$ cat src/rtl/stopwatch_pkg.sv
// Shared types and default rates for the stopwatch control/datapath/key blocks.
package stopwatch_pkg;

  typedef enum logic [1:0] {
    IDLE  = 2'b00,
    RUN   = 2'b01,
    LAP   = 2'b10,
    PAUSE = 2'b11
  } ctrl_state_t;

  localparam int IN_CLK_HZ = 50_000_000;
  localparam int TICK_HZ   = 100;

  function automatic logic is_running(input logic [1:0] s);
    return (s == RUN) || (s == LAP);
  endfunction

endpackage

$ cat src/rtl/stopwatch_ctrl_tick_prescaler.sv
// Divides the system clock down to a one-cycle registered advance strobe.
module tick_prescaler #(
  parameter int DIV = 10
) (
  input  logic clk,
  input  logic rst_n,
  input  logic en,
  input  logic zero,
  output logic tick
);

  localparam int CW = (DIV > 1) ? $clog2(DIV) : 1;

  logic [CW-1:0] r_cnt;
  logic          r_tick;

  // Count is held (not cleared) while disabled so a resume finishes the partial period.
  always_ff @(posedge clk or negedge rst_n) begin
    if (!rst_n) begin
      r_cnt  <= '0;
      r_tick <= 1'b0;
    end else begin
      r_tick <= 1'b0;
      if (zero) begin
        r_cnt <= '0;
      end else if (en) begin
        if (r_cnt == CW'(DIV - 1)) begin
          r_cnt  <= '0;
          r_tick <= 1'b1;
        end else begin
          r_cnt <= r_cnt + CW'(1);
        end
      end
    end
  end

  assign tick = r_tick;

endmodule

$ cat src/rtl/stopwatch_ctrl.sv
// Stopwatch control sequencer: Start/Stop and Lap/Reset keys drive the
// time-counter tick, clear strobe, lap display hold and a lap counter.
module stopwatch_ctrl #(
  parameter int CLK_HZ  = stopwatch_pkg::IN_CLK_HZ,
  parameter int TICK_HZ = stopwatch_pkg::TICK_HZ,
  parameter int LAP_MAX = 15
) (
  input  logic                         clk,
  input  logic                         rst_n,
  input  logic                         key_ss,
  input  logic                         key_lr,
  output logic                         tick_o,
  output logic                         clr_o,
  output logic                         run_o,
  output logic                         hold_o,
  output logic [$clog2(LAP_MAX+1)-1:0] lap_cnt_o,
  output logic [1:0]                   state_o
);

  import stopwatch_pkg::*;

  localparam int DIV = CLK_HZ / TICK_HZ;
  localparam int LW  = $clog2(LAP_MAX + 1);

  localparam logic [1:0] ST_IDLE  = IDLE;
  localparam logic [1:0] ST_RUN   = RUN;
  localparam logic [1:0] ST_LAP   = LAP;
  localparam logic [1:0] ST_PAUSE = PAUSE;

  generate
    if ((CLK_HZ % TICK_HZ) != 0 || DIV < 2) begin : g_bad_cfg
      $error("stopwatch_ctrl: CLK_HZ must be a multiple of TICK_HZ with DIV >= 2");
    end
  endgenerate

  logic [1:0]    r_state;
  logic          r_run;
  logic          r_hold;
  logic          r_clr;
  logic [LW-1:0] r_lap;

  logic [1:0]    w_state_nxt;
  logic          w_run_nxt;
  logic          w_lap_inc;
  logic          w_clr;
  logic          w_zero;
  logic          w_en;
  logic          w_tick;

  // key_ss is tested first in every state so it wins over a coincident key_lr.
  always_comb begin
    w_state_nxt = r_state;
    w_lap_inc   = 1'b0;
    w_clr       = 1'b0;
    w_zero      = 1'b0;
    case (r_state)
      ST_IDLE: begin
        if (key_ss) begin
          w_state_nxt = ST_RUN;
          w_zero      = 1'b1;
        end
      end
      ST_RUN: begin
        if (key_ss) begin
          w_state_nxt = ST_PAUSE;
        end else if (key_lr) begin
          w_state_nxt = ST_LAP;
          w_lap_inc   = 1'b1;
        end
      end
      ST_LAP: begin
        if (key_ss)      w_state_nxt = ST_PAUSE;
        else if (key_lr) w_state_nxt = ST_RUN;
      end
      ST_PAUSE: begin
        if (key_ss) begin
          w_state_nxt = ST_RUN;
        end else if (key_lr) begin
          w_state_nxt = ST_IDLE;
          w_clr       = 1'b1;
          w_zero      = 1'b1;
        end
      end
      default: w_state_nxt = ST_IDLE;
    endcase
  end

  assign w_run_nxt = is_running(w_state_nxt);

  // Only edges with timing active on both sides advance the prescaler, so the
  // stop and resume edges themselves leave the partial period untouched.
  assign w_en = r_run & w_run_nxt;

  always_ff @(posedge clk or negedge rst_n) begin
    if (!rst_n) begin
      r_state <= ST_IDLE;
      r_run   <= 1'b0;
      r_hold  <= 1'b0;
      r_clr   <= 1'b0;
      r_lap   <= '0;
    end else begin
      r_state <= w_state_nxt;
      r_run   <= w_run_nxt;
      r_hold  <= (w_state_nxt == ST_LAP);
      r_clr   <= w_clr;
      if (w_clr) begin
        r_lap <= '0;
      end else if (w_lap_inc && (r_lap != LW'(LAP_MAX))) begin
        r_lap <= r_lap + LW'(1);
      end
    end
  end

  tick_prescaler #(
    .DIV (DIV)
  ) u_presc (
    .clk   (clk),
    .rst_n (rst_n),
    .en    (w_en),
    .zero  (w_zero),
    .tick  (w_tick)
  );

  assign tick_o    = w_tick;
  assign clr_o     = r_clr;
  assign run_o     = r_run;
  assign hold_o    = r_hold;
  assign lap_cnt_o = r_lap;
  assign state_o   = r_state;

endmodule

$ cat config.mk
export PLATFORM = sky130hd
export DESIGN_NAME = stopwatch_ctrl
export DESIGN_NICKNAME = d
export VERILOG_FILES = /design/src/rtl/stopwatch_pkg.sv /design/src/rtl/stopwatch_ctrl_tick_prescaler.sv /design/src/rtl/stopwatch_ctrl.sv
export SDC_FILE = /design/constraint.sdc
export NUM_CORES = 1
export LEC_CHECK = 0
export CAP_MARGIN = 20
export CORE_AREA = 2 2 64 66
export DETAILED_ROUTE_END_ITERATION = 8
export DIE_AREA = 0 0 66 68
export PLACE_DENSITY = 0.59
export SYNTH_ARGS = -nofsm -noshare
export SYNTH_HDL_FRONTEND = slang
export SYNTH_SLANG_ARGS = --single-unit
$ cat constraint.sdc
create_clock -name clk -period 4 [get_ports clk]
set_input_delay 1.2 -clock clk [delete_from_list [all_inputs] [get_ports clk]]
set_output_delay 1.2 -clock clk [all_outputs]
set_load 0.02 [all_outputs]
# Word level (Yosys, flattened, before mapping)
# Cells that the tools add are included.
classes:
  n_reduce_logical: 5
  bitwise: 1
  muxes: 22
  add_sub_neg: 2
  eq_ne: 7
ops:
  columns: ["op", "count"]
  rows:
  - ["19-bit 2-to-1 mux", 3]
  - ["19-bit by 1-bit adder with 19-bit output (second input constant)", 1]
  - ["19-bit equality test (second input constant)", 1]
  - ["2-bit 2-to-1 mux", 7]
  - ["1-bit 2-to-1 mux", 8]
  - ["4-bit 2-to-1 mux", 2]
  - ["2-bit one-hot mux with 4 select lines", 1]
  - ["2-bit equality test (second input constant)", 3]
  - ["4-bit by 1-bit adder with 4-bit output (second input constant)", 1]
  - ["2-bit by 1-bit equality test with 1-bit output (second input constant)", 2]
  - ["4-bit inequality test (second input constant)", 1]
  - ["2-bit nonzero test", 2]
  - ["2-bit zero test", 1]
  - ["1-bit one-hot mux with 2 select lines", 1]
  - ["1-bit bitwise AND", 1]
  - ["1-bit logical AND", 1]
  - ["1-bit logical OR", 1]
word_totals:
  elab_cells: 44
  out_inout_bits: 10
  ff_bits: 29
  in_bits: 4

# Depth between registers and ports, before layout
logic_depth:
  depth_word: 8
  depth_mapped: 13
  depth_no_buf: 13

# By module
# A second synthesis with hierarchy kept.
hier_totals:
  hier_cells: 165
  hier_area_um2: 1619.1
by_module_without_submodules:
  columns: ["module", "n_inst", "seq_area_each_um2", "area_each_um2", "cells_each"]
  rows:
  - ["tick_prescaler", 1, 500.5, 1083.5, 113]
  - ["stopwatch_ctrl", 1, 225.2, 535.5, 52]

# Worst setup path before layout
# Ideal clock, no wire load.
synth_timing:
  kind: "in2reg"
  from: "in key_lr"
  to: "reg u_presc.r_cnt[0]"
  path_buffers: 1
  path_slack_ns: 1.151
  t_required_ns: 3.875
  t_arrival_ns: 2.724
  cell_stages: 9
  setup_time_ns: 0.125
  cell_sequence: "a21oi_1 -> a31oi_1 -> a21oi_1 -> inv_1 -> ha_1 -> nor2b_1 -> clkbuf_1 -> nor2_1 -> mux2_2"
synth_via:
  elab_chain_cells: 7
  word_cells_on_any_way: 16
  cone_classes: "eq/ne: 2; mux: 11; bitwise: 1; reduce/logical: 2"
synth_rtl:
  columns: ["item", "line", "source"]
  rows:
  - ["start: declaration", "stopwatch_ctrl.sv:11", "input logic key_lr,"]
  - ["2-bit 2-to-1 mux, on equally long branches", "stopwatch_ctrl.sv:78, stopwatch_ctrl.sv:66, stopwatch_ctrl.sv:73", null]
  - ["2-bit 2-to-1 mux, on equally long branches", "stopwatch_ctrl.sv:76, stopwatch_ctrl.sv:64, stopwatch_ctrl.sv:72", null]
  - ["2-bit one-hot mux with 4 select lines *", "stopwatch_ctrl.sv:56", "case (r_state)"]
  - ["named net w_state_nxt[0]", "stopwatch_ctrl.sv:42", "logic [1:0] w_state_nxt;"]
  - ["2-bit by 1-bit equality test with 1-bit output or 2-bit equality test (tied branches)", "stopwatch_pkg.sv:15", "return (s == RUN) || (s == LAP);"]
  - ["1-bit logical OR *", "stopwatch_pkg.sv:15", null]
  - ["1-bit bitwise AND *", "stopwatch_ctrl.sv:92", "assign w_en = r_run & w_run_nxt;"]
  - ["2-bit nonzero test (no line) *", null, null]
  - ["end signal: assignment", "stopwatch_ctrl_tick_prescaler.sv:31", "r_cnt <= r_cnt + CW'(1);"]
  - ["end: declaration", "stopwatch_ctrl_tick_prescaler.sv:14", "logic [CW-1:0] r_cnt;"]
# The timed path passes the listed nets; every way through them passes the cells marked *.
# A chain may end at the register's enable or synchronous reset.

# Worst setup path in the final report
layout_timing:
  from: "in key_lr"
  to: "reg u_presc.r_cnt[18]"
layout_via:
  elab_chain_cells: 7
  word_cells_on_any_way: 16
  cone_classes: "eq/ne: 2; mux: 11; bitwise: 1; reduce/logical: 2"
layout_rtl:
  columns: ["item", "line", "source"]
  rows:
  - ["2-bit 2-to-1 mux, on equally long branches", "stopwatch_ctrl.sv:78, stopwatch_ctrl.sv:66, stopwatch_ctrl.sv:73", null]
  - ["2-bit 2-to-1 mux, on equally long branches", "stopwatch_ctrl.sv:76, stopwatch_ctrl.sv:64, stopwatch_ctrl.sv:72", null]
  - ["2-bit one-hot mux with 4 select lines *", "stopwatch_ctrl.sv:56", null]
  - ["named net w_state_nxt[0]", "stopwatch_ctrl.sv:42", null]
  - ["2-bit by 1-bit equality test with 1-bit output or 2-bit equality test (tied branches)", "stopwatch_pkg.sv:15", null]
  - ["1-bit logical OR *", "stopwatch_pkg.sv:15", null]
  - ["named net w_run_nxt", "stopwatch_ctrl.sv:43", "logic w_run_nxt;"]
  - ["1-bit bitwise AND *", "stopwatch_ctrl.sv:92", null]
  - ["2-bit nonzero test (no line) *", null, null]
# Marked as above.

==> flow_summary.json <==
{
  "syn_avg_cell_area_um2": 10.2,
  "cp_cell_sequence": "clkdlybuf4s50_1 > a21oi_1 > a31oi_1 > a21oi_1 > inv_1 > ha_1 > inv_1 > nand2_1 > a211oi_4 > a41oi_1 > a31oi_1",
  "antenna_left": 0,
  "r2r_slack_ps": 1280,
  "grt_max_degree": 30,
  "power_density_mw_per_mm2": 625,
  "hp-start": "u_presc.r_cnt[18]",
  "fin_ws_ps": 750,
  "cts_tree": "done",
  "fp.dieH_um": 68,
  "seq_area_um2": 726,
  "ctsHoldBuffers": 0,
  "synthFlopType": "dfrtp_1",
  "ioPinCount": 14,
  "grt_pass1_wl_um": 5530,
  "diodes": 0,
  "cts_setup_buffers": 0,
  "core_mm2": 0.00386,
  "final.fill_count": 373,
  "dr.pass1.iters": 4,
  "crit_required_ps": 4200,
  "synth_cells": 161,
  "die_w_um": 66,
  "ys_ff_latch": 29,
  "outcome": "finished clean",
  "final_hold_viol_count": 0,
  "gr-total-overflow": 0,
  "numCtsBuffers": 5,
  "whs_ps": 500,
  "htreeDepth": 2,
  "wl_um": 3170,
  "area_delta_synth_final_pct": 17.0,
  "min_to": "u_presc.r_cnt[18]",
  "cts_buffer_depth": 2,
  "utilization_pct": 49.7,
  "start_util_pct": 42.5,
  "r2r-end": "u_presc.r_cnt[18]",
  "clk_pin_slew_worst_paths_ps": 60,
  "fin_tns_setup_ps": 0,
  "synthDistinctLibCells": 42,
  "dp_hpwl_um": 2330,
  "netlist_top_cells_area": "dfrtp_1 (44%), xor2_1 (6.9%), ha_1 (6.1%)",
  "fp-row-count": 23,
  "dieArea_mm2": 0.00449,
  "synth_fp_nets": 173,
  "numPortBuffers": 13,
  "crit_fanout": 9,
  "drive_gt1_share_pct": 13.4,
  "p_leak_uw": 0.000869,
  "min_path_type": "reg -> reg",
  "crit_type": "in -> reg",
  "max_cap_viol_count": 0,
  "post-route-period-util_pct": 81.2,
  "num_vias": 1223,
  "track_usage_pct": 16.7,
  "clock_latency_ps": 280,
  "antenna_found_initial": 0,
  "setup_violations": 0,
  "synth_edf_count": 0,
  "via_per_inst": 5.34,
  "cts.sinks": 29,
  "drtIter0Drc": 27,
  "gp_congestion": 0.873,
  "fmax_mhz": 308,
  "finalNonFillerCells": 229,
  "cp_num_buf_inv": 3,
  "rsz0062_at_grt": "no",
  "yosysTopAreaCellShare_pct": 44.3,
  "fin_skew_ps": 4.45,
  "ir_worst_vdd_mv": 0.226,
  "synth_top_area_cell": "dfrtp_1",
  "layout.nets": 190,
  "slew_headroom_pct": 72.1,
  "tightest_slew_ps": 417,
  "timing.critical_path.slowest_cell_delay_ps": 490,
  "r2r_start": "state_o[1]",
  "ys_warn_count": 0,
  "dp_slack_ps": 467,
  "period_minus_slack_ps": 3250,
  "cp.arrival_ps": 3450,
  "seq_area_frac_synth_pct": 44.3,
  "multiInputGateArea_um2": 850,
  "placed_cells": 221,
  "crit_slowest_cell": "clkdlybuf4s50_1",
  "grt_pass1_vias": 1252,
  "holdPathStages": 1,
  "endpoint_kind": "register",
  "syn_area_mm2": 0.00164,
  "r2r_cells": 13,
  "cts-root-buf": "clkbuf_8",
  "wl_per_cell_um": 13.9,
  "startpoint_type": "primary input",
  "slew_viol_final": 0,
  "cts-resized-gates": 0,
  "synthArstFlopShare_pct": 100,
  "route.detailed.drc": 0,
  "cp_top_family": "compound AO/OA/AOI/OAI gates"
}
==> through the flow <==
step	total power, uW	cell area (um^2)
after CTS	1210	1920
after detailed placement	942	1820
after global routing	1290	1920
final	1200	1920
after global placement	924	1820
after floorplan	782	1640
==> worst max-delay path by stage <==
stage | startpoint | endpoint | slack (ps) | depth (start not counted)
global placement | key_lr | u_presc.r_cnt[18] | 540 | 11
floorplan | key_lr | u_presc.r_cnt[0] | 1150 | 9
global route | key_lr | u_presc.r_cnt[18] | 480 | 11
finish | key_lr | u_presc.r_cnt[18] | 750 | 11
CTS | key_lr | u_presc.r_cnt[18] | 760 | 11
detailed placement | key_lr | u_presc.r_cnt[18] | 470 | 11
==> where the power goes <==
part / internal (uW) / switching [uW] / leakage [uW]
Sequential: 345 / 55.0 / 0.000392
Combinational: 207 / 329 / 0.000423
Clock: 155 / 109 / 0.0000542
Total: 707 / 492 / 0.000869
==> sequential cells by signal, indices dropped and copies added, names as in the netlist <==
name	cells
u_presc.tick	1
u_presc.r_cnt	19
state_o	2
hold_o	1
run_o	1
lap_cnt_o	4
clr_o	1
==> layer usage <==
metal | vias to the layer above | GRT usage, % | part of all wire, % | routed length [um]
met5 | - | 0 | 0 | 0
met2 | 18 | 28.4 | 49 | 1550
met1 | 597 | 19.1 | 46 | 1440
li1 | 600 | - | - | -
met3 | 8 | 5.26 | 3.6 | 115
met4 | 0 | 8.42 | 2.0 | 64
==> worst register-to-register path, delay by kind of cell (launching register included) <==
kind	cells	cell delay, ps
AOI/OAI and AO/OA	6	1150
adders and majority gates	2	560
DFF	1	440
buffers and inverters	4	360
and+or+nand+nor	1	140
==> final cells by class <==
cell class                      instances  share of cell area, %
Multi-Input combinational cell        118                   44.3
Sequential cell                        29                   37.8
Timing Repair Buffer                   15                   7.57
Clock buffer                            7                   5.02
Tap cell                               50                   3.26
Inverter                                9                   1.76
Clock inverter                          1                  0.261
==> cell usage after synthesis (4+ instances only) <==
library cell  count
dfrtp_1          29
nor2_1           21
nand2_1          14
xor2_1           13
inv_1             9
ha_1              8
a21oi_1           5
nand3_1           5
a31oi_1           4
nor2_2            4
o211ai_1          4
xnor2_1           4
==> cells in the final DEF, fill, tap and decap left out, types with 3 or more instances in the layout <==
| cell type | count |
|---|---|
| dfrtp_1 | 29 |
| nor2_1 | 21 |
| nand2_1 | 14 |
| xor2_1 | 13 |
| clkdlybuf4s50_1 | 13 |
| inv_1 | 9 |
| ha_1 | 8 |
| clkbuf_8 | 7 |
| a21oi_1 | 5 |
| nand3_1 | 5 |
| a31oi_1 | 4 |
| nor2_2 | 4 |
| xnor2_1 | 4 |
| o211ai_1 | 4 |
| nand4_1 | 3 |
| o2111ai_1 | 3 |
==> cells by family after synthesis <==
kind of cell    share of synthesized area, %
flops                                   44.3
simple gates                            21.7
fa+ha+maj                               6.11
compound gates                          13.1
mux                                     1.91
buf+inv                                 3.89
xor+xnor                                9.08
No activity file was read; power rests on OpenSTA's default activity.
